### config.mk
export PLATFORM = sky130hd
export DESIGN_NAME = if_fetch_queue
export DESIGN_NICKNAME = d
export VERILOG_FILES = /design/src/rtl/if_pkg.sv /design/src/rtl/if_fq_fifo.sv /design/src/rtl/if_fetch_queue.sv
export SDC_FILE = /design/constraint.sdc
export NUM_CORES = 1
export LEC_CHECK = 0
export ABC_AREA = 0
export BUFFER_PORTS_ARGS = -buffer_cell sky130_fd_sc_hd__buf_2
export CAP_MARGIN = 20
export CORE_MARGIN = 1.5
export CORE_UTILIZATION = 55
export CTS_CLUSTER_DIAMETER = 80
export DETAILED_ROUTE_END_ITERATION = 7
export HOLD_SLACK_MARGIN = 0.06
export MAX_ROUTING_LAYER = met4
export PLACE_DENSITY = 0.69
export SETUP_SLACK_MARGIN = 0.2
export SLEW_MARGIN = 5
export SYNTH_ARGS = -nofsm -noshare
export SYNTH_HDL_FRONTEND = slang
export SYNTH_SLANG_ARGS = --single-unit
### constraint.sdc
create_clock -name clk -period 7.25 [get_ports clk]
set_clock_uncertainty 0.1 [all_clocks]
set_input_delay 1.45 -clock clk [delete_from_list [all_inputs] [get_ports clk]]
set_output_delay 1.45 -clock clk [all_outputs]
set_load 0.02 [all_outputs]
### src/rtl/if_pkg.sv
// Shared definitions for the instruction-fetch stage: default widths, exception vector
// and the fetch-queue entry type.
package if_pkg;

   localparam int unsigned XLEN       = 32;
   localparam int unsigned EXC_VECTOR = 112;
   localparam int unsigned FQ_DEPTH   = 4;
   localparam int unsigned FQ_PTR_W   = $clog2(FQ_DEPTH);
   localparam int unsigned FQ_CNT_W   = FQ_PTR_W + 1;

   typedef struct packed {
      logic [XLEN-1:0] instr;
      logic [XLEN-1:0] pc_plus4;
   } fq_entry_t;

endpackage

### src/rtl/if_fq_fifo.sv
// Fetch queue: DEPTH-entry circular buffer of fq_entry_t with push, pop, flush and an
// occupancy count. Head reads as zero while empty.
module if_fq_fifo
   import if_pkg::*;
#(
   parameter int unsigned DEPTH = FQ_DEPTH
) (
   input  logic                    clk,
   input  logic                    rst,
   input  logic                    push,
   input  logic                    pop,
   input  logic                    flush,
   input  fq_entry_t               wr_entry,
   output fq_entry_t               head,
   output logic                    empty,
   output logic                    full,
   output logic [$clog2(DEPTH):0]  count
);

   localparam int unsigned PW = $clog2(DEPTH);

   fq_entry_t       mem [DEPTH];
   logic [PW-1:0]   rd_ptr_q;
   logic [PW-1:0]   wr_ptr_q;
   logic [PW:0]     cnt_q;
   logic            do_push;
   logic            do_pop;

   assign empty   = (cnt_q == '0);
   assign full    = (cnt_q == (PW+1)'(DEPTH));
   assign count   = cnt_q;
   assign do_pop  = pop && !flush && !empty;
   // A full queue still accepts a push when the head leaves in the same cycle.
   assign do_push = push && !flush && (!full || do_pop);
   assign head    = empty ? '0 : mem[rd_ptr_q];

   always_ff @(posedge clk or posedge rst) begin
      if (rst) begin
         rd_ptr_q <= '0;
         wr_ptr_q <= '0;
         cnt_q    <= '0;
      end else if (flush) begin
         rd_ptr_q <= '0;
         wr_ptr_q <= '0;
         cnt_q    <= '0;
      end else begin
         if (do_push) wr_ptr_q <= wr_ptr_q + 1'b1;
         if (do_pop)  rd_ptr_q <= rd_ptr_q + 1'b1;
         cnt_q <= cnt_q + (PW+1)'(do_push) - (PW+1)'(do_pop);
      end
   end

   always_ff @(posedge clk) begin
      if (do_push) mem[wr_ptr_q] <= wr_entry;
   end

endmodule

### src/rtl/if_fetch_queue.sv
// Instruction-fetch stage: PC, loadable instruction array, redirect/flush priority and a
// fetch queue toward decode. Define IF_FQ_BYPASS_EN for the zero-latency empty-queue path.
module if_fetch_queue #(
   parameter int unsigned     XLEN       = if_pkg::XLEN,
   parameter int unsigned     IMEM_DEPTH = 32,
   parameter int unsigned     FQ_DEPTH   = if_pkg::FQ_DEPTH,
   parameter logic [XLEN-1:0] RESET_PC   = '0,
   parameter logic [XLEN-1:0] EXC_VECTOR = XLEN'(if_pkg::EXC_VECTOR)
) (
   input  logic                          clk,
   input  logic                          rst,
   input  logic                          imem_wr_en,
   input  logic [$clog2(IMEM_DEPTH)-1:0] imem_wr_addr,
   input  logic [XLEN-1:0]               imem_wr_data,
   input  logic                          redirect_vld,
   input  logic [XLEN-1:0]               redirect_pc,
   input  logic                          exc_flush,
   input  logic                          id_ready,
   output logic                          id_valid,
   output logic [XLEN-1:0]               id_instr,
   output logic [XLEN-1:0]               id_pc_plus4,
   output logic [$clog2(FQ_DEPTH):0]     fq_count
);

   import if_pkg::*;

   localparam int unsigned IW = $clog2(IMEM_DEPTH);

   logic [XLEN-1:0] imem [IMEM_DEPTH];
   logic [XLEN-1:0] pc_q;
   logic [XLEN-1:0] fetch_instr;
   logic [XLEN-1:0] fetch_pc_plus4;
   logic            kill;
   logic            bypass;
   logic            pop;
   logic            push;
   logic            fq_empty;
   logic            fq_full;
   logic            unused_redirect_lsbs;
   fq_entry_t       wr_entry;
   fq_entry_t       head;

   assign fetch_instr    = imem[pc_q[2 +: IW]];
   assign fetch_pc_plus4 = pc_q + XLEN'(4);
   assign kill           = exc_flush | redirect_vld;
   assign unused_redirect_lsbs = ^redirect_pc[1:0];

`ifdef IF_FQ_BYPASS_EN
   // The fetched word goes straight to decode and is never written into the queue.
   assign bypass = fq_empty & ~kill & id_ready & ~rst;
`else
   assign bypass = 1'b0;
`endif

   // A flush or redirect discards any pop; decode drops the word it saw that cycle.
   assign pop      = ~fq_empty & id_ready & ~kill;
   assign push     = ~kill & ~bypass & (~fq_full | pop);
   assign wr_entry = '{instr: fetch_instr, pc_plus4: fetch_pc_plus4};

   if_fq_fifo #(
      .DEPTH (FQ_DEPTH)
   ) u_fifo (
      .clk      (clk),
      .rst      (rst),
      .push     (push),
      .pop      (pop),
      .flush    (kill),
      .wr_entry (wr_entry),
      .head     (head),
      .empty    (fq_empty),
      .full     (fq_full),
      .count    (fq_count)
   );

   always_comb begin
      id_valid    = ~fq_empty;
      id_instr    = head.instr;
      id_pc_plus4 = head.pc_plus4;
      if (bypass) begin
         id_valid    = 1'b1;
         id_instr    = fetch_instr;
         id_pc_plus4 = fetch_pc_plus4;
      end
   end

   always_ff @(posedge clk or posedge rst) begin
      if (rst) begin
         pc_q <= RESET_PC;
      end else if (exc_flush) begin
         pc_q <= EXC_VECTOR;
      end else if (redirect_vld) begin
         pc_q <= {redirect_pc[XLEN-1:2], 2'b00};
      end else if (push || bypass) begin
         pc_q <= fetch_pc_plus4;
      end
   end

   // Array contents survive reset; a same-cycle fetch of the written index sees the old word.
   always_ff @(posedge clk) begin
      if (imem_wr_en) imem[imem_wr_addr] <= imem_wr_data;
   end

endmodule

==> summary.txt, run 1 <==
GRT
  – GR Layer Usage met1: 0.3430
  – Met2 track demand over resource: 0.3931
  – GR Layer Usage met3: 0.04700
  – GR peak layer: met2
  – Largest net degree at the start of global routing: 114
  – Initial antenna violation count: 4
  – Remaining global-route overflow: 0
  – Tot GR Track Use: 0.2539
  – Global-route wire length before repair: 166.8 mm
  – Number of global-route vias before repair: 25.30k

Layout
  – Layout overhead on the synthesized area: 13.24%
  – # nets final: 2635
  – Fraction of layout cells with a size suffix above 1: 0.2881
  – Sequential cell area: between 30000 and 40000 um2
  – Final cell count without fillers: 3846
  – Multi-input gate area in the final layout: ~11000 um2
  – Fillcell total: 6131

Drt
  – # DRC: 0
  – Routed len/inst: 29.49 um
  – Via count: 24.61k
  – Final WL: between 100 and 150 mm
  – DRT iter0 DRCs: 2786
  – DRT Pass-1 Iters: 5
  – Vias/cell: 6.398
  – Remaining antenna violation count: 0

Place
  – Final HPWL DP: 60.37 mm
  – Port Buffers: 138
  – Worst setup timing slack at the placement stage: around 3.1 ns
  – Final weighted congestion in routability-driven placement: between 0.8 and 0.9
  – Post-placement cell count: 3597

Floorplan
  – Num ports: between 100 and 150
  – Area of the placeable core: 91660 um2
  – Row count: 111
  – Total die area: 94240 um2
  – Starting Density: 0.5545
  – Die span in x: 307.0 um
  – Height of the die: 307.0 um

Power and ir drop
  – Switching fraction of total power: 0.2091
  – Switching power summed over all nets: around 3.4 mW
  – Clock network power share: 0.419
  – Sequential group share of total power: 0.526
  – Post-layout total power: 16.20 mW
  – Internal cell power: 12.81 mW
  – Peak VDD IR: 0.2469 mV
  – Combinational Power Share: 0.055
  – Power density over cell area: 281.4 nW/um2
  – Leakage power: 18.32 nW

CTS
  – Root Buffer: sky130_fd_sc_hd__clkbuf_16
  – TritonCTS clock tree: done
  – Clock-pin slew on the worst setup and hold paths: 0.06 ns
  – CTS Buf Count: roughly 130
  – Buffers from clock root to sink, at most: 3
  – CTS resizes: 0
  – CTS Hold Bufs: 0
  – Setup Fix Bufs, Post-CTS: 0
  – Clock latency at the later pin of the worst-skew pair: between 0.7 and 0.8 ns
  – Htree depth: 4
  – # clock sinks: roughly 1.3k

Worst setup path
  – Data arrival, critical path: 3.25 ns
  – Kind of end point of the critical path: primary output
  – Critical path startpoint: u_fifo.rd_ptr_q[0]
  – Critical Path, Cell by Cell: buf_4, mux4_2, and2_1, buf_2
  – Startpoint types: flop
  – Startpoint of the worst register-to-register path: pc_q[3]
  – Stage delay of the slowest cell on the critical path: 1.01 ns
  – Crit Path Category: reg -> out
  – Worst EP required: 5.70 ns
  – Setup slack of the most critical reg-to-reg path: 3.64 ns
  – Largest fanout on the critical path: 44
  – Highest-delay cell along the critical path: sky130_fd_sc_hd__dfrtp_4

Synth
  – Count of flip-flops with a built-in enable after synthesis: 1272
  – Count of cell types in the netlist: 55
  – Fraction of the mapped netlist area in adder cells: 0.002117
  – Post-synthesis compound-gate area fraction: 0.02186
  – Async set or reset register ratio after synthesis: 0.02827
  – Predominant post-synthesis flop cell: sky130_fd_sc_hd__edfxtp_1
  – Basic-gate share of the synthesized area counting and, or, nand and nor cells: 0.03326
  – Register bit total from synthesis: around 1.3k
  – Cell area after synthesis: approximately 50000 um2
  – Mean instance size in the synthesized netlist: 21.54 um2
  – Sequential cell area fraction in the yosys report: 0.7698
  – Main combinational cell family by area after synthesis: multiplexers
  – YS warnings: 0
  – Multiplexer area fraction after synthesis: 0.1535
  – Cells after Synth: 2359
  – Xor/xnor cell area share of the yosys netlist: 0.006376

Flow run
  – Max cap viols: 0

Timing
  – Final Cycle Share: 0.6619
  – Actual slew at the worst max-slew pin: about 1.1 ns
  – Max-slew violation count: 0
  – Number of failing setup endpoints in the final timing report: 0
  – Total negative setup slack: 0 ns
  – Setup WS post-layout: 2.451 ns
  – Unrepaired setup endpoints after global routing: false
  – Hold violation total from the final report: 0
  – Max-slew headroom: 0.2320
  – Achievable clock frequency: 208.4 MHz
  – Minimum period implied by the final worst setup slack: ~4.8 ns

Hold path
  – Worst hold path startpoint: u_fifo.wr_ptr_q[1]
  – Type of the most critical hold path: reg -> reg

Outcome
  – Result of the run: finished clean
critical path: cells and delay by family, from the launching register on:
kind | cells | cell delay, ns
muxes | 1 | 0.57
and+or+nand+nor | 1 | 0.20
DFF | 1 | 1.01
buffers and inverters | 2 | 0.70
per-stage QoR:
stage                     hold slack (ns)  utilization  cell area [um2]
after floorplan                    0.4381            -            50830
after global placement             0.4474       0.5798            53150
after detailed placement           0.4825       0.5798            53150
after CTS                          0.4889       0.6272            57490
after global routing               0.5294       0.6279            57550
final                              0.4939       0.6279            57550
cells by family after synthesis:
group                      count (synthesis)
xor gates and xnor gates                  37
AOI/OAI and AO/OA                        155
adders and majority gates                  8
muxes                                    382
and+or+nand+nor                          310
buffers and inverters                    157
DFF                                     1309
other                                      1
flip-flops by register name, indices dropped and copies added, names as in the netlist:
signal and flops:
imem 1024, u_fifo.rd_ptr_q 2, u_fifo.mem 248, pc_q 30
u_fifo.count 3, u_fifo.wr_ptr_q 2
per-layer routing:
layer,vias to the layer above,share of wire,routed length (um)
li1,10290,-,-
met1,12960,0.40,45050
met2,1161,0.49,55620
met3,203,0.081,9237
met4,0,0.031,3493
met5,-,0,0
layout by cell type, fill, tap and decap left out, types with 14 or more instances in the layout:
master / Yosys / final
sky130_fd_sc_hd__nor2_1: 74 / 41
sky130_fd_sc_hd__nand3_1: 16 / 16
sky130_fd_sc_hd__a22o_1: 32 / 32
sky130_fd_sc_hd__a311oi_1: 14 / 14
sky130_fd_sc_hd__mux4_2: 318 / 318
sky130_fd_sc_hd__o22ai_1: 64 / 64
sky130_fd_sc_hd__clkbuf_1: 71 / 25
sky130_fd_sc_hd__edfxtp_1: 1272 / 1272
sky130_fd_sc_hd__nand2_1: 31 / 31
sky130_fd_sc_hd__xor2_1: 14 / 14
sky130_fd_sc_hd__mux2i_1: 64 / 64
sky130_fd_sc_hd__clkbuf_16: 0 / 140
sky130_fd_sc_hd__dfrtp_1: 37 / 32
sky130_fd_sc_hd__inv_1: 15 / 15
sky130_fd_sc_hd__and2_1: 66 / 65
sky130_fd_sc_hd__clkinv_2: 0 / 23
sky130_fd_sc_hd__buf_4: 3 / 51
sky130_fd_sc_hd__clkinv_1: 0 / 26
sky130_fd_sc_hd__xnor2_1: 23 / 23
sky130_fd_sc_hd__nor3_1: 46 / 46
sky130_fd_sc_hd__buf_2: 48 / 139
sky130_fd_sc_hd__nor2_4: 0 / 33
synth_stat cells, types with 2 or more instances:
master | number | share of area
sky130_fd_sc_hd__nand2_1 | 31 | 0.0023
sky130_fd_sc_hd__and2_1 | 66 | 0.0081
sky130_fd_sc_hd__nand4_1 | 12 | 0.0015
sky130_fd_sc_hd__mux2i_1 | 64 | 0.013
sky130_fd_sc_hd__mux4_2 | 318 | 0.14
sky130_fd_sc_hd__or3b_2 | 5 | 0.00086
sky130_fd_sc_hd__or4_1 | 10 | 0.0015
sky130_fd_sc_hd__a311oi_1 | 14 | 0.0024
sky130_fd_sc_hd__nand3_1 | 16 | 0.0016
sky130_fd_sc_hd__a31o_2 | 2 | 0.00034
sky130_fd_sc_hd__and4_1 | 4 | 0.00069
sky130_fd_sc_hd__a211oi_1 | 9 | 0.0013
sky130_fd_sc_hd__ha_1 | 7 | 0.0017
sky130_fd_sc_hd__o21ai_0 | 10 | 0.00098
sky130_fd_sc_hd__buf_4 | 3 | 0.00044
sky130_fd_sc_hd__buf_1 | 19 | 0.0014
sky130_fd_sc_hd__o31ai_1 | 8 | 0.0012
sky130_fd_sc_hd__o211ai_1 | 2 | 0.00030
sky130_fd_sc_hd__nor3_1 | 46 | 0.0045
sky130_fd_sc_hd__nor4b_1 | 2 | 0.00034
sky130_fd_sc_hd__and3_1 | 11 | 0.0014
sky130_fd_sc_hd__inv_1 | 15 | 0.0011
sky130_fd_sc_hd__xor2_1 | 14 | 0.0024
sky130_fd_sc_hd__o22ai_1 | 64 | 0.0079
sky130_fd_sc_hd__edfxtp_1 | 1272 | 0.75
sky130_fd_sc_hd__nand3b_1 | 7 | 0.0010
sky130_fd_sc_hd__or3_1 | 7 | 0.00086
sky130_fd_sc_hd__nor4_1 | 9 | 0.0011
sky130_fd_sc_hd__a22o_1 | 32 | 0.0055
sky130_fd_sc_hd__nand3_2 | 2 | 0.00039
sky130_fd_sc_hd__a221oi_1 | 2 | 0.00034
sky130_fd_sc_hd__a21oi_1 | 5 | 0.00049
sky130_fd_sc_hd__buf_2 | 48 | 0.0047
sky130_fd_sc_hd__clkbuf_1 | 71 | 0.0052
sky130_fd_sc_hd__nor2_1 | 74 | 0.0055
sky130_fd_sc_hd__xnor2_1 | 23 | 0.0040
sky130_fd_sc_hd__dfrtp_1 | 37 | 0.018
final cells by class:
cell class / count / area share
antenna: 5 / 0.0002174
clock buffer: 166 / 0.06274
clock inverter: 73 / 0.01274
inverter: 15 / 0.0009783
multi-input combinational: 894 / 0.1964
sequential: 1309 / 0.6800
tap: 1186 / 0.02578
timing repair buffer: 198 / 0.02109
power groups by stage:
stage | Clock, mW | Sequential (mW) | Combinational, mW
finish | 6.79 | 8.52 | 0.887
global route | 7.17 | 8.53 | 0.948
CTS | 6.90 | 8.52 | 0.891
detailed placement | 0 | 8.68 | 0.888
global placement | 0 | 8.67 | 0.858
floorplan | 0 | 8.64 | 0.568
worst paths after layout:
check	end	cells past startpoint
worst min-delay path	u_fifo.wr_ptr_q[1]	2
worst max register to register	u_fifo.mem[3][40]	4
worst max-delay path	id_instr[16]	4
max in group asynchronous	pc_q[2]	3
worst min register to register	u_fifo.wr_ptr_q[1]	2
min in group asynchronous	pc_q[10]	3
(Power assumes the default switching activity.)
==> run 2, diff against run 1 <==
ABC_AREA = 1   (was 0)
clock period = 4.7 ns   (was 7.25 ns; I/O delays follow)
==> summary.txt, run 2 <==
Timing
  – Final Cycle Share: 0.8631
  – Minimum period implied by the final worst setup slack: 4.057 ns
  – Achievable clock frequency: 246.5 MHz
  – Number of failing setup endpoints in the final timing report: 0 (unchanged)
  – Actual slew at the worst max-slew pin: 1.065 ns (-0.07856 ns)
  – Unrepaired setup endpoints after global routing: false
  – Hold violation total from the final report: 0 (unchanged)
  – Max-slew headroom: 0.2903 (+0.05824)
  – Total negative setup slack: 0 ns (unchanged)
  – Max-slew violation count: 0 (unchanged)

CTS
  – Root Buffer: sky130_fd_sc_hd__clkbuf_16
  – Clock latency at the later pin of the worst-skew pair: 0.75 ns (about the same)
  – Htree depth: 4 (unchanged)
  – TritonCTS clock tree: done
  – Buffers from clock root to sink, at most: 3 (unchanged)
  – CTS Hold Bufs: 0 (unchanged)
  – CTS resizes: 0 (unchanged)
  – Setup Fix Bufs, Post-CTS: 0 (unchanged)
  – CTS Buf Count: 136 (+1.5%)
  – # clock sinks: 1309 (unchanged)
  – Clock-pin slew on the worst setup and hold paths: 0.06 ns (about the same)

Place
  – Final HPWL DP: 72.86 mm (+21%)
  – Port Buffers: 138 (unchanged)
  – Post-placement cell count: 5871 (+63%)
  – Final weighted congestion in routability-driven placement: 0.8796 (+0.94%)

Synth
  – Count of cell types in the netlist: 35 (-36%)
  – Library cell occupying the most area in the post-synthesis netlist: sky130_fd_sc_hd__edfxtp_1
  – Cells after Synth: 4628 (+96%)
  – Mean instance size in the synthesized netlist: 11.55 um2 (-46%)
  – Async set or reset register ratio after synthesis: 0.02827 (unchanged)
  – YS warnings: 0 (unchanged)
  – Register bit total from synthesis: 1309 (unchanged)
  – Most frequent cells after synthesis: 1620 x sky130_fd_sc_hd__nand2_1, 1272 x sky130_fd_sc_hd__edfxtp_1, 463 x sky130_fd_sc_hd__nor2_1
  – Cell area after synthesis: 53460 um2 (+5.2%)
  – Most frequent cell after synthesis: sky130_fd_sc_hd__nand2_1
  – Share of Yosys cell area claimed by the top area cell type: 0.7145 (-0.03701)
  – Main area contributors after synthesis: sky130_fd_sc_hd__edfxtp_1 71%, sky130_fd_sc_hd__nand2_1 11%, sky130_fd_sc_hd__nand3_1 3.8%
  – Count of flip-flops with a built-in enable after synthesis: 1272 (unchanged)
  – Predominant post-synthesis flop cell: sky130_fd_sc_hd__edfxtp_1
  – Sequential cell area fraction in the yosys report: 0.7319 (-0.03791)

Floorplan
  – Total die area: 99070 um2 (+5.1%)
  – Num ports: 143 (unchanged)
  – Area of the placeable core: 96570 um2 (+5.3%)
  – Die span in x: 314.8 um (+2.5%)
  – Row count: 114 (+2.7%)
  – Height of the die: 314.8 um (+2.5%)
  – Starting Density: 0.5536 (-0.0008861)

Power and ir drop
  – Leakage power: 22.03 nW (+20%)
  – Power density over cell area: 425.9 nW/um2 (+51%)
  – Clock network power share: 0.405 (-0.014)
  – Sequential group share of total power: 0.516 (-0.010)
  – Combinational Power Share: 0.079 (+0.024)
  – Internal cell power: 19.54 mW (+53%)
  – Switching fraction of total power: 0.2335 (+0.02434)
  – Peak VDD IR: 0.3580 mV (+45%)
  – Switching power summed over all nets: 5.951 mW (+76%)

GRT
  – Number of global-route vias before repair: 32.69k (+29%)
  – Global-route wire length before repair: 195.9 mm (+17%)
  – Largest net degree at the start of global routing: 196 (+72%)
  – Initial antenna violation count: 14 (+10)
  – Remaining global-route overflow: 0 (unchanged)
  – Tot GR Track Use: 0.2727 (+0.01881)

Drt
  – Remaining antenna violation count: 0 (unchanged)
  – Final WL: 130.5 mm (+15%)
  – DRT iter0 DRCs: 3803 (+37%)
  – DRT Pass-1 Iters: 5 (unchanged)
  – Routed len/inst: 21.31 um (-28%)
  – Via count: 34.63k (+41%)
  – Vias/cell: 5.657 (-12%)
  – # DRC: 0 (unchanged)

Outcome
  – Result of the run: finished clean

Worst setup path
  – Data arrival, critical path: 3.02 ns (-0.23 ns)
  – Startpoint types: flop
  – Largest fanout on the critical path: 40 (-9.1%)
  – Worst flop-to-flop path endpoint: u_fifo.mem[3][50]
  – Setup slack of the most critical reg-to-reg path: 1.50 ns (-2.14 ns)
  – Cell depth of the worst flop-to-flop path: 10 (+6)
  – Crit Path Category: reg -> out
  – Worst EP required: 3.66 ns (-2.04 ns)
  – Startpoint of the worst register-to-register path: pc_q[2]
  – Kind of end point of the critical path: primary output

Hold path
  – Type of the most critical hold path: in -> async

Flow run
  – Max cap viols: 0 (unchanged)

Layout
  – Leading cell types in the layout, fill and taps excluded: 1619 x sky130_fd_sc_hd__nand2_1, 1272 x sky130_fd_sc_hd__edfxtp_1, 429 x sky130_fd_sc_hd__nor2_1
  – Fraction of layout cells with a size suffix above 1: 0.09963 (-0.1885)
  – Max FFs per register: 1024 (unchanged)
  – Registers with the most flip-flops: imem: 1024 flops, u_fifo.mem: 248 flops, pc_q: 30 flops
  – Largest register by flop count: imem
  – Layout overhead on the synthesized area: 11.96%
  – Final cell count without fillers: 6121 (+59%)
  – Most common library cell in the layout ignoring fill and taps: sky130_fd_sc_hd__nand2_1
  – # nets final: 4816 (+83%)
## run 2: cell count changes after synthesis, moves of 63 or more
cell / previous run / this run
sky130_fd_sc_hd__mux2i_1: 64 / 1
sky130_fd_sc_hd__o21ai_0: 10 / 195
sky130_fd_sc_hd__inv_1: 15 / 78
sky130_fd_sc_hd__and2_1: 66 / 3
sky130_fd_sc_hd__nand3_1: 16 / 409
sky130_fd_sc_hd__nor2_1: 74 / 463
sky130_fd_sc_hd__a21oi_1: 5 / 129
sky130_fd_sc_hd__mux4_2: 318 / 0
sky130_fd_sc_hd__nand2_1: 31 / 1620
## run 2: worst max-delay path by stage
stage,slack (ns),to,from,cells past startpoint
after floorplan,1.15,u_fifo.mem[0][10],redirect_vld,6
after global placement,1.33,u_fifo.mem[0][45],redirect_vld,7
after detailed placement,1.31,imem[21][24],imem_wr_addr[1],5
after CTS,0.61,id_pc_plus4[20],u_fifo.rd_ptr_q[0],5
after global routing,0.49,id_pc_plus4[19],u_fifo.rd_ptr_q[0],5
final,0.64,id_pc_plus4[20],u_fifo.rd_ptr_q[0],5
## run 2: cell families (layout without fill, tap and decap cells)
logic type,count (synthesis),in the layout,synth area share
adders and majority gates,8,8,0.002013
DFF,1309,1309,0.7319
muxes,1,1,0.0001873
AOI/OAI and AO/OA,430,430,0.04438
buffers and inverters,345,554,0.03043
xor gates and xnor gates,16,16,0.002622
other,1,9,0.00007015
and+or+nand+nor,2518,2518,0.1884
## run 2: metal layers
metal,track usage,routed length [um],vias up
li1,-,-,16160
met1,0.3643,53440,16770
met2,0.4352,62990,1468
met3,0.04282,10900,222
met4,0.08118,3131,0
met5,-,0,-
## run 2: power groups by stage
stage	Sequential [mW]	Combinational, mW	Clock (mW)
after floorplan	13.4	1.22	0
after global placement	13.4	1.95	0
after detailed placement	13.4	1.99	0
after CTS	13.2	2.00	10.4
after global routing	13.2	2.21	10.9
final	13.2	2.01	10.3
## run 2: critical path, stage by stage, from the launching register on
cell and delay [ns]:
sky130_fd_sc_hd__dfrtp_4 0.66, sky130_fd_sc_hd__inv_2 0.55, sky130_fd_sc_hd__buf_4 0.43, sky130_fd_sc_hd__o21ai_0 0.14, sky130_fd_sc_hd__a21oi_1 0.25, sky130_fd_sc_hd__buf_2 0.21
## run 2: final cells by class
| type | count | area (um2) |
|---|---|---|
| Multi-Input combinational cell | 2975 | 12970 |
| Sequential cell | 1309 | 39140 |
| Clock inverter | 69 | 585.6 |
| Fill cell | 7349 | 36720 |
| Tap cell | 1276 | 1597 |
| Inverter | 88 | 345.3 |
| Antenna cell | 7 | 17.52 |
| Clock buffer | 174 | 3684 |
| Timing Repair Buffer | 223 | 1516 |
## run 2: metrics by stage
| stage | hold WS (ns) | worst slack, ns | utilization | power (mW) | cell area, um2 |
|---|---|---|---|---|---|
| after floorplan | 0.3711 | 1.151 | - | 14.58 | 53460 |
| after global placement | 0.3862 | 1.332 | 0.5752 | 15.34 | 55540 |
| after detailed placement | 0.3961 | 1.315 | 0.5754 | 15.39 | 55560 |
| after CTS | 0.2234 | 0.6102 | 0.6196 | 25.58 | 59830 |
| after global routing | 0.2690 | 0.4947 | 0.6198 | 26.27 | 59850 |
| final | 0.2347 | 0.6432 | 0.6198 | 25.49 | 59850 |
